[src/rtl/cpr_cue_arbiter.sv]
`default_nettype none
// ============================================================================
// Module      : cpr_cue_arbiter
// Description : Three-way priority arbiter for CPR audio cues sharing one
//               piezo. The winner plays its square-wave tone for at least
//               MIN_HOLD cycles, followed by a GAP_CYCLES silent gap.
// Revision    : 1.0 - initial release
// ============================================================================
module cpr_cue_arbiter #(
  parameter int unsigned TONE_DIV_B = 25_000,
  parameter int unsigned TONE_DIV_C = 12_500,
  parameter int unsigned TONE_DIV_P = 50_000,
  parameter int unsigned MIN_HOLD   = 1_000_000,
  parameter int unsigned GAP_CYCLES = 250_000
) (
  input  logic       clk,
  input  logic       rst,
  input  logic       enable,
  input  logic       req_breath,
  input  logic       req_compress,
  input  logic       req_pulse,
  output logic       cue_out,
  output logic [2:0] grant,
  output logic       busy
);

  localparam logic [1:0] S_IDLE = 2'd0;
  localparam logic [1:0] S_PLAY = 2'd1;
  localparam logic [1:0] S_GAP  = 2'd2;

  // Terminal counts; degenerate zero settings collapse to a one-cycle period.
  localparam logic [31:0] C_LAST_B    = (TONE_DIV_B > 1) ? TONE_DIV_B - 32'd1 : 32'd0;
  localparam logic [31:0] C_LAST_C    = (TONE_DIV_C > 1) ? TONE_DIV_C - 32'd1 : 32'd0;
  localparam logic [31:0] C_LAST_P    = (TONE_DIV_P > 1) ? TONE_DIV_P - 32'd1 : 32'd0;
  localparam logic [31:0] C_HOLD_LAST = (MIN_HOLD > 1) ? MIN_HOLD - 32'd1 : 32'd0;
  localparam logic [31:0] C_GAP_LAST  = (GAP_CYCLES > 1) ? GAP_CYCLES - 32'd1 : 32'd0;

  logic [1:0]  r_state;
  logic [1:0]  w_state_nxt;
  logic [31:0] r_tone_cnt;
  logic [31:0] r_hold_cnt;
  logic [31:0] r_gap_cnt;
  logic [31:0] w_tone_nxt;
  logic [31:0] w_hold_nxt;
  logic [31:0] w_gap_nxt;
  logic [2:0]  w_grant_nxt;
  logic        w_cue_nxt;
  logic        w_busy_nxt;

  logic [2:0]  w_req;
  logic [2:0]  w_winner;
  logic [31:0] w_tone_last;
  logic        w_granted_req;
  logic        w_higher_req;
  logic        w_play_done;
  logic        w_gap_done;

  assign w_req         = {req_pulse, req_compress, req_breath};
  assign w_granted_req = |(grant & w_req);
  assign w_play_done   = (r_hold_cnt == C_HOLD_LAST) && (!w_granted_req || w_higher_req);
  assign w_gap_done    = (r_gap_cnt == C_GAP_LAST);

  // Fixed-priority winner and per-owner tone/preemption lookups.
  always_comb begin
    w_winner     = 3'b000;
    w_tone_last  = C_LAST_B;
    w_higher_req = 1'b0;
    if (req_pulse)         w_winner = 3'b100;
    else if (req_compress) w_winner = 3'b010;
    else if (req_breath)   w_winner = 3'b001;
    case (grant)
      3'b100:  w_tone_last = C_LAST_P;
      3'b010:  begin w_tone_last = C_LAST_C; w_higher_req = req_pulse; end
      3'b001:  begin w_tone_last = C_LAST_B; w_higher_req = req_pulse | req_compress; end
      default: w_tone_last = C_LAST_B;
    endcase
  end

  // State register.
  always_ff @(posedge clk or posedge rst) begin
    if (rst) r_state <= S_IDLE;
    else     r_state <= w_state_nxt;
  end

  // Next-state logic; enable low overrides everything.
  always_comb begin
    w_state_nxt = r_state;
    if (!enable) begin
      w_state_nxt = S_IDLE;
    end else begin
      case (r_state)
        S_IDLE:  if (|w_req) w_state_nxt = S_PLAY;
        S_PLAY:  if (w_play_done) w_state_nxt = (GAP_CYCLES == 0) ? S_IDLE : S_GAP;
        S_GAP:   if (w_gap_done) w_state_nxt = S_IDLE;
        default: w_state_nxt = S_IDLE;
      endcase
    end
  end

  // Next values of the registered outputs and counters; any leaving of a
  // state clears everything by default.
  always_comb begin
    w_grant_nxt = 3'b000;
    w_cue_nxt   = 1'b0;
    w_tone_nxt  = 32'd0;
    w_hold_nxt  = 32'd0;
    w_gap_nxt   = 32'd0;
    w_busy_nxt  = (w_state_nxt != S_IDLE);
    if (r_state == S_IDLE && w_state_nxt == S_PLAY) begin
      w_grant_nxt = w_winner;
    end else if (r_state == S_PLAY && w_state_nxt == S_PLAY) begin
      w_grant_nxt = grant;
      if (r_tone_cnt >= w_tone_last) begin
        w_tone_nxt = 32'd0;
        w_cue_nxt  = ~cue_out;
      end else begin
        w_tone_nxt = r_tone_cnt + 32'd1;
        w_cue_nxt  = cue_out;
      end
      w_hold_nxt = (r_hold_cnt == C_HOLD_LAST) ? r_hold_cnt : r_hold_cnt + 32'd1;
    end else if (r_state == S_GAP && w_state_nxt == S_GAP) begin
      w_gap_nxt = r_gap_cnt + 32'd1;
    end
  end

  // Output and counter registers.
  always_ff @(posedge clk or posedge rst) begin
    if (rst) begin
      grant      <= 3'b000;
      cue_out    <= 1'b0;
      busy       <= 1'b0;
      r_tone_cnt <= 32'd0;
      r_hold_cnt <= 32'd0;
      r_gap_cnt  <= 32'd0;
    end else begin
      grant      <= w_grant_nxt;
      cue_out    <= w_cue_nxt;
      busy       <= w_busy_nxt;
      r_tone_cnt <= w_tone_nxt;
      r_hold_cnt <= w_hold_nxt;
      r_gap_cnt  <= w_gap_nxt;
    end
  end

endmodule
`default_nettype wire

[config.mk]
export PLATFORM = sky130hd
export DESIGN_NAME = cpr_cue_arbiter
export DESIGN_NICKNAME = d
export VERILOG_FILES = /design/src/rtl/cpr_cue_arbiter.sv
export SDC_FILE = /design/constraint.sdc
export NUM_CORES = 1
export LEC_CHECK = 0
export ABC_AREA = 1
export CELL_PAD_IN_SITES_DETAIL_PLACEMENT = 1
export CELL_PAD_IN_SITES_GLOBAL_PLACEMENT = 2
export CORE_MARGIN = 2
export CORE_UTILIZATION = 40
export DETAILED_ROUTE_END_ITERATION = 16
export PLACE_DENSITY = 0.95
export SLEW_MARGIN = 0
export SYNTH_ARGS = -nofsm -noshare
export SYNTH_HDL_FRONTEND = slang
export SYNTH_SLANG_ARGS = --single-unit
[constraint.sdc]
create_clock -name clk -period 6.5 [get_ports clk]
set_input_delay 0.975 -clock clk [delete_from_list [all_inputs] [get_ports clk]]
set_output_delay 0.975 -clock clk [all_outputs]
set_load 0.005 [all_outputs]
==> results of run 1 <==
==> through the flow <==
stage | hold WS [ns] | utilization | area, sq um | total power, mW | std cells
floorplan | 0.432 | - | 5800 | 0.696 | 766
global placement | 0.448 | 0.436 | 6070 | 0.714 | 948
detailed placement | 0.472 | 0.436 | 6070 | 0.717 | 948
CTS | 0.481 | 0.457 | 6370 | 1.28 | 964
global route | 0.505 | 0.457 | 6370 | 1.32 | 964
finish | 0.473 | 0.457 | 6370 | 1.26 | 964
==> report_power, final <==
group | total, mW | switching, mW | internal [mW]
Sequential | 0.654 | 0.00574 | 0.648
Clock | 0.559 | 0.255 | 0.304
Combinational | 0.0495 | 0.0350 | 0.0145
Total | 1.26 | 0.296 | 0.967
==> worst max path at each step <==
stage               from                  endpoint
2_1_floorplan        rst            busy$_DFF_PP0_
3_3_place_gp   req_pulse   r_tone_cnt[5]$_DFF_PP0_
3_5_place_dp   req_pulse  r_tone_cnt[12]$_DFF_PP0_
4_1_cts        req_pulse  r_tone_cnt[12]$_DFF_PP0_
5_1_grt        req_pulse   r_tone_cnt[1]$_DFF_PP0_
6_report       req_pulse  r_tone_cnt[12]$_DFF_PP0_
==> routing by layer <==
layer  track usage  vias up  routed length (um)  share of wire
met4        0.0547        0                 229          0.015
met5             0        -                   0              0
met3        0.0476       16                 301          0.020
met1         0.246     2435                6500           0.44
met2         0.386       40                7860           0.53
li1              -     2429                   -              -
==> flip-flops by register name, summed over array words and instances, names as in the netlist <==
name	cells
r_gap_cnt	32
r_hold_cnt	32
r_tone_cnt	32
grant	3
r_state	2
busy	1
cue_out	1
==> cells by family (layout without fill, tap and decap cells) <==
group                      after synthesis  count (layout)  synth area share
AOI/OAI and AO/OA                       17              17            0.0157
and+or+nand+nor                        470             470             0.360
DFF                                    103             103             0.449
xor gates and xnor gates                53              53            0.0808
adders and majority gates               12              12            0.0261
other                                    1              15          0.000653
buffers and inverters                   96             114            0.0684
==> worst reg2reg max path: stages, from the launching register on <==
cell	delay (ns)
dfrtp_1	0.45
ha_1	0.27
nand3_2	0.13
inv_2	0.07
nand2_1	0.06
nor2_1	0.05
nand3_2	0.10
nand4_2	0.63
inv_2	0.40
nand3_4	0.29
nor2_2	0.20
==> Yosys cell counts (9+ instances only) <==
cell type / number / area [sq um]
ha_1: 12 / 150
xnor2_1: 13 / 114
dfrtp_1: 103 / 2580
xor2_1: 40 / 350
nor2_2: 16 / 100
nand3_1: 39 / 195
inv_1: 81 / 304
nand4_1: 23 / 144
nor4_1: 9 / 56.3
nand2_1: 168 / 631
nor3_1: 49 / 245
nor2_1: 152 / 571
==> cell type report <==
type / count / area [sq um]
Clock inverter: 7 / 78.8
Tap cell: 180 / 225
Timing Repair Buffer: 12 / 115
Sequential cell: 103 / 2580
Fill cell: 1771 / 7560
Clock buffer: 9 / 225
Multi-Input combinational cell: 567 / 2830
Inverter: 86 / 325
==> impl_results.md, run 1 <==
- Status: completed
- Max-slew violation count: 0
- Vias in the first global route: 5,318
- Number of buffers created by CTS: 9
- Critical Path RT: 6.78 ns
- Die extent in x: 124 um
- Synth Flop Type: dfrtp_1
- Setup bufs post-CTS: 0
- Hold crit path type: reg -> reg
- Slew at the pin closest to its max-slew limit: 0.833 ns
- Critical path depth: 9
- 1st-iter DRT viols: 230
- Final WS setup: 3.29 ns
- Initial antenna violation count: 0
- Reg-to-reg endpoint: r_tone_cnt[12]$_DFF_PP0_
- Largest net degree at the start of global routing: 61
- Clock slew at reported path FFs: 0.07 ns
- Unrepaired setup endpoints after global routing: false
- Worst Setup Start Kind: input port
- First-pass GRT wire length: 25,200 um
- Sequential fraction of the synthesis area: 0.449
- Post-Syn Area: 0.00574 sq mm
- Worst VDD drop: 0.138 mV
- Critical path cell sequence: clkdlybuf4s50_1 -> nand2_1 -> nand3_1 -> nand3_1 -> nand3_2 -> nand4_2 -> inv_2 -> nand3_4 -> nor2_2
- Layout cells sized above 1: 0.0587
- Ys async rst share: 1.00
- Residual DRC: 0
- First-pass iteration count of the detailed router: 5
- Initial Utilization: 0.412
- Vias: 4,920
- Crit path kind: in -> reg
- Fin crit share: 0.494
- Post-cts sizing count: 0
- CP bufs+invs: 2
- Clock latency on the worst-skew pair: 0.36 ns
- I/O pins: 11
- Endpoint, Worst Hold: r_tone_cnt[0]$_DFF_PP0_
- Die area: 0.0153 sq mm
- Worst flop-to-flop path startpoint: r_hold_cnt[0]$_DFFE_PP0P_
- Routability Congestion: 0.911
- Family with the most delay on the worst path: simple AND/OR/NAND/NOR gates
- CTS Root Cell: clkbuf_16
- Most frequent cells in the layout: nand2_1 (168), nor2_1 (152), dfrtp_1 (103)
- Cells on Worst Hold Path: 1
- Number of vias per cell: 5.10
- Routed WL: 14,900 um
- Cell variety after synth: 32
- Final HPWL DP: 11,200 um
- Commonest non-fill, non-tap cell in the layout: nand2_1
- Worst clock skew: 0.00571 ns
- # diodes: 0
- FP Rows: 43
- Slew Limit Headroom: 0.443
- Setup WS pre-CTS: 2.87 ns
- Seq cells post-synth: 103
- R2R depth: 10
- GRT Total Usage: 0.210
- Leakage power: 2.65 nW
- WL/cell: 15.4 um
- Max Clk Rate: 0.311 GHz
- Power Density: 198 mW/mm^2
- Final ANT Viol Nets: 0
- Final hold violations: 0
- Post-Syn Instances: 752
- Area Overhead vs Synth: 11.0%
- Syn Area/Cell: 7.64 sq um
- Data arrival, critical path: 3.49 ns
- Nets: 797
- CP Max Fanout: 31
- Count of final setup violators: 0
- H-tree depth: 3
- Slowest Stage Delay on Critical Path: 0.63 ns
- Maximum clock insertion buffer count: 2
- Port bufs: 10
- Total negative slack: 0 ns
- Die Height: 124 um
- EDFF count, synth: 0
- GRT overflow: 0
- Core area: 0.0139 sq mm
- Slowest-stage cell, CP: nand4_2
- Crit end category: flip-flop
- Worst R2R Setup Slack: 3.78 ns
- TritonCTS clock tree: yes
- TritonCTS sink count: 103
- Yosys Warn Count: 0
- Minimum clock period: 3.21 ns
- Most used cell, CP: nand3_1
- Max_cap viols: 0
- Hold path start: r_tone_cnt[0]$_DFF_PP0_
- Cts hold-fix bufs: 0
(Power assumes the default switching activity.)
==> run 2, diff against run 1 <==
--- a/config.mk
+++ b/config.mk
@@ -9,9 +9,9 @@
 export CELL_PAD_IN_SITES_DETAIL_PLACEMENT = 1
 export CELL_PAD_IN_SITES_GLOBAL_PLACEMENT = 2
 export CORE_MARGIN = 2
-export CORE_UTILIZATION = 40
+export CORE_UTILIZATION = 37
 export DETAILED_ROUTE_END_ITERATION = 16
-export PLACE_DENSITY = 0.95
+export PLACE_DENSITY = 0.9
 export SLEW_MARGIN = 0
 export SYNTH_ARGS = -nofsm -noshare
 export SYNTH_HDL_FRONTEND = slang
==> constraint.sdc (replaced) <==
create_clock -name clk -period 3.2 [get_ports clk]
set_input_delay 0.48 -clock clk [delete_from_list [all_inputs] [get_ports clk]]
set_output_delay 0.48 -clock clk [all_outputs]
set_load 0.005 [all_outputs]
==> impl_results.md, run 2 (synthesized netlist as in run 1, its figures left out) <==
- Status: completed (unchanged)
- Max_cap viols: 0 (unchanged)
- Commonest non-fill, non-tap cell in the layout: nand2_1 (unchanged)
- Largest net degree at the start of global routing: 68 (was 61)
- Final hold violations: 0 (unchanged)
- CP Max Fanout: 17 (was 31)
- Placed insts: 959 (was 948)
- Number of buffers created by CTS: 9 (unchanged)
- TritonCTS clock tree: yes (unchanged)
- Worst Setup Start Kind: flip-flop (was input port)
- Residual DRC: 0 (unchanged)
- Fin util: 0.422 (was 0.457)
- Fillers: 1,875 (was 1,771)
- Clock slew at reported path FFs: 0.07 ns (about the same)
- CTS Root Cell: clkbuf_16 (unchanged)
- Data arrival, critical path: 2.65 ns (was 3.49 ns)
- GRT Total Usage: 0.194 (was 0.210)
- # diodes: 0 (unchanged)
- Crit end category: flip-flop (unchanged)
- Slew Limit Headroom: 0.418 (was 0.443)
- Total power of the final layout: 2.58 mW (was 1.26 mW)
- Port bufs: 10 (unchanged)
- FP Rows: 45 (was 43)
- Minimum clock period: 2.37 ns
- Clock latency on the worst-skew pair: 0.35 ns (was 0.36 ns)
- Cells on Worst Hold Path: 1 (unchanged)
- Final HPWL DP: 11,300 um (was 11,200 um)
- Area Overhead vs Synth: 11.6% (was 11.0%)
- Most frequent cells in the layout: nand2_1 (168), nor2_1 (152), dfrtp_1 (103) (unchanged)
- Cts hold-fix bufs: 0 (unchanged)
- Largest registers: r_gap_cnt x32, r_hold_cnt x32, r_tone_cnt x32 (unchanged)
- Initial antenna violation count: 0 (unchanged)
- Final ANT Viol Nets: 0 (unchanged)
- Most used cell, CP: nor2_1 (was nand3_1)
- Layout cells sized above 1: 0.0623 (was 0.0587)
- Worst Hold Margin: 0.472 ns (was 0.473 ns)
- Unrepaired setup endpoints after global routing: false (unchanged)
- Core area: 0.0152 sq mm (was 0.0139 sq mm)
- Max Clk Rate: 0.421 GHz
- Crit path kind: reg -> reg (was in -> reg)
- Critical path cell sequence: nor2_1 -> inv_1 -> nor2_1 -> nor2_1 -> inv_1 -> ha_1 -> a21oi_1 -> nor2_1 -> nor3_1 -> nand2_1 -> nand2_1 -> nand3_4 -> nor2_1 (was clkdlybuf4s50_1 -> nand2_1 -> nand3_1 -> nand3_1 -> nand3_2 -> nand4_2 -> inv_2 -> nand3_4 -> nor2_2)
- R2R depth: 13 (was 10)
- Vias: 4,905 (was 4,920)
- Worst R2R Setup Slack: 0.83 ns (was 3.78 ns)
- Routed WL: 14,800 um (was 14,900 um)
- Die extent in x: 129 um (was 124 um)
- Total negative slack: 0 ns (unchanged)
- Die area: 0.0165 sq mm (was 0.0153 sq mm)
- I/O pins: 11 (unchanged)
- WL/cell: 15.2 um (was 15.4 um)
- TritonCTS sink count: 103 (unchanged)
- Max-slew violation count: 0 (unchanged)
- Maximum clock insertion buffer count: 2 (unchanged)
- H-tree depth: 3 (unchanged)
- Initial Utilization: 0.378 (was 0.412)
- Slew at the pin closest to its max-slew limit: 0.873 ns (was 0.833 ns)
- First-pass iteration count of the detailed router: 4 (was 5)
- First-pass GRT wire length: 25,600 um (was 25,200 um)
- Family with the most delay on the worst path: simple AND/OR/NAND/NOR gates (unchanged)
- Vias in the first global route: 5,331 (was 5,318)
- Count of final setup violators: 0 (unchanged)
- Routability Congestion: 0.835 (was 0.911)
- Fin crit share: 0.742
- Setup bufs post-CTS: 0 (unchanged)
- Worst VDD drop: 0.257 mV (was 0.138 mV)
- Critical Path RT: 3.48 ns (was 6.78 ns)
- Slowest-stage cell, CP: dfrtp_1 (was nand4_2)
- Post-cts sizing count: 0 (unchanged)
- Worst clock skew: 0.0102 ns (was 0.00571 ns)
- Power Density: 403 mW/mm^2 (was 198 mW/mm^2)
- 1st-iter DRT viols: 252 (was 230)
- CP bufs+invs: 2 (unchanged)
- Nets: 800 (was 797)
- Hold crit path type: reg -> reg (unchanged)
- GRT overflow: 0 (unchanged)
- Number of vias per cell: 5.03 (was 5.10)
- Non-filler instance count after layout: 975 (was 964)
- Die Height: 129 um (was 124 um)
- Critical path depth: 13 (was 9)
- Leakage power: 2.66 nW (was 2.65 nW)
- Slowest Stage Delay on Critical Path: 0.46 ns (was 0.63 ns)
run 2: cell types whose count changed in the layout (fill, tap and decap cells not counted):
cell / before / now
buf_4: 2 / 5
inv_6: 1 / 0
clkbuf_8: 0 / 2
inv_8: 2 / 0
clkinv_4: 0 / 1
run 2: routing by layer:
layer,GRT usage,vias up,part of all wire
li1,-,2424,-
met1,0.236,2422,0.44
met2,0.352,39,0.52
met3,0.0225,20,0.015
met4,0.0793,0,0.025
met5,0,-,0
run 2: area by class of cell:
type	instances	area [sq um]	area share
Inverter	86	325	0.0507
Multi-Input combinational cell	567	2830	0.441
Timing Repair Buffer	15	138	0.0215
Sequential cell	103	2580	0.402
Clock buffer	11	253	0.0394
Tap cell	188	235	0.0367
Clock inverter	5	56.3	0.00878
run 2: power by group:
group          switching, mW  internal (mW)
combinational         0.0723         0.0321
clock                  0.502          0.649
sequential            0.0120           1.32
total                  0.586           2.00
run 2: path summary, 6_finish.rpt:
kind                                              start                    endpoint
worst min-delay path            r_tone_cnt[0]$_DFF_PP0_     r_tone_cnt[0]$_DFF_PP0_
max in group asynchronous                           rst   r_hold_cnt[5]$_DFFE_PP0P_
worst max-delay path               grant[1]$_DFFE_PP0P_     r_tone_cnt[3]$_DFF_PP0_
worst min register to register  r_tone_cnt[0]$_DFF_PP0_     r_tone_cnt[0]$_DFF_PP0_
min in group asynchronous                           rst  r_hold_cnt[27]$_DFFE_PP0P_
worst max register to register     grant[1]$_DFFE_PP0P_     r_tone_cnt[3]$_DFF_PP0_
run 2: through the flow:
stage / worst slack, ns / area, sq um
6_report: 0.827 / 6410
5_1_grt: 0.666 / 6410
4_1_cts: 0.826 / 6410
3_5_place_dp: 0.845 / 6100
3_3_place_gp: 0.998 / 6100
2_1_floorplan: 0.0162 / 5800
run 2: worst register-to-register path: cells and delay by family (launching register included):
kind | cells | cell delay (ns)
adders and majority gates | 1 | 0.24
DFF | 1 | 0.46
buffers and inverters | 2 | 0.12
and+or+nand+nor | 9 | 1.30
AOI/OAI and AO/OA | 1 | 0.18
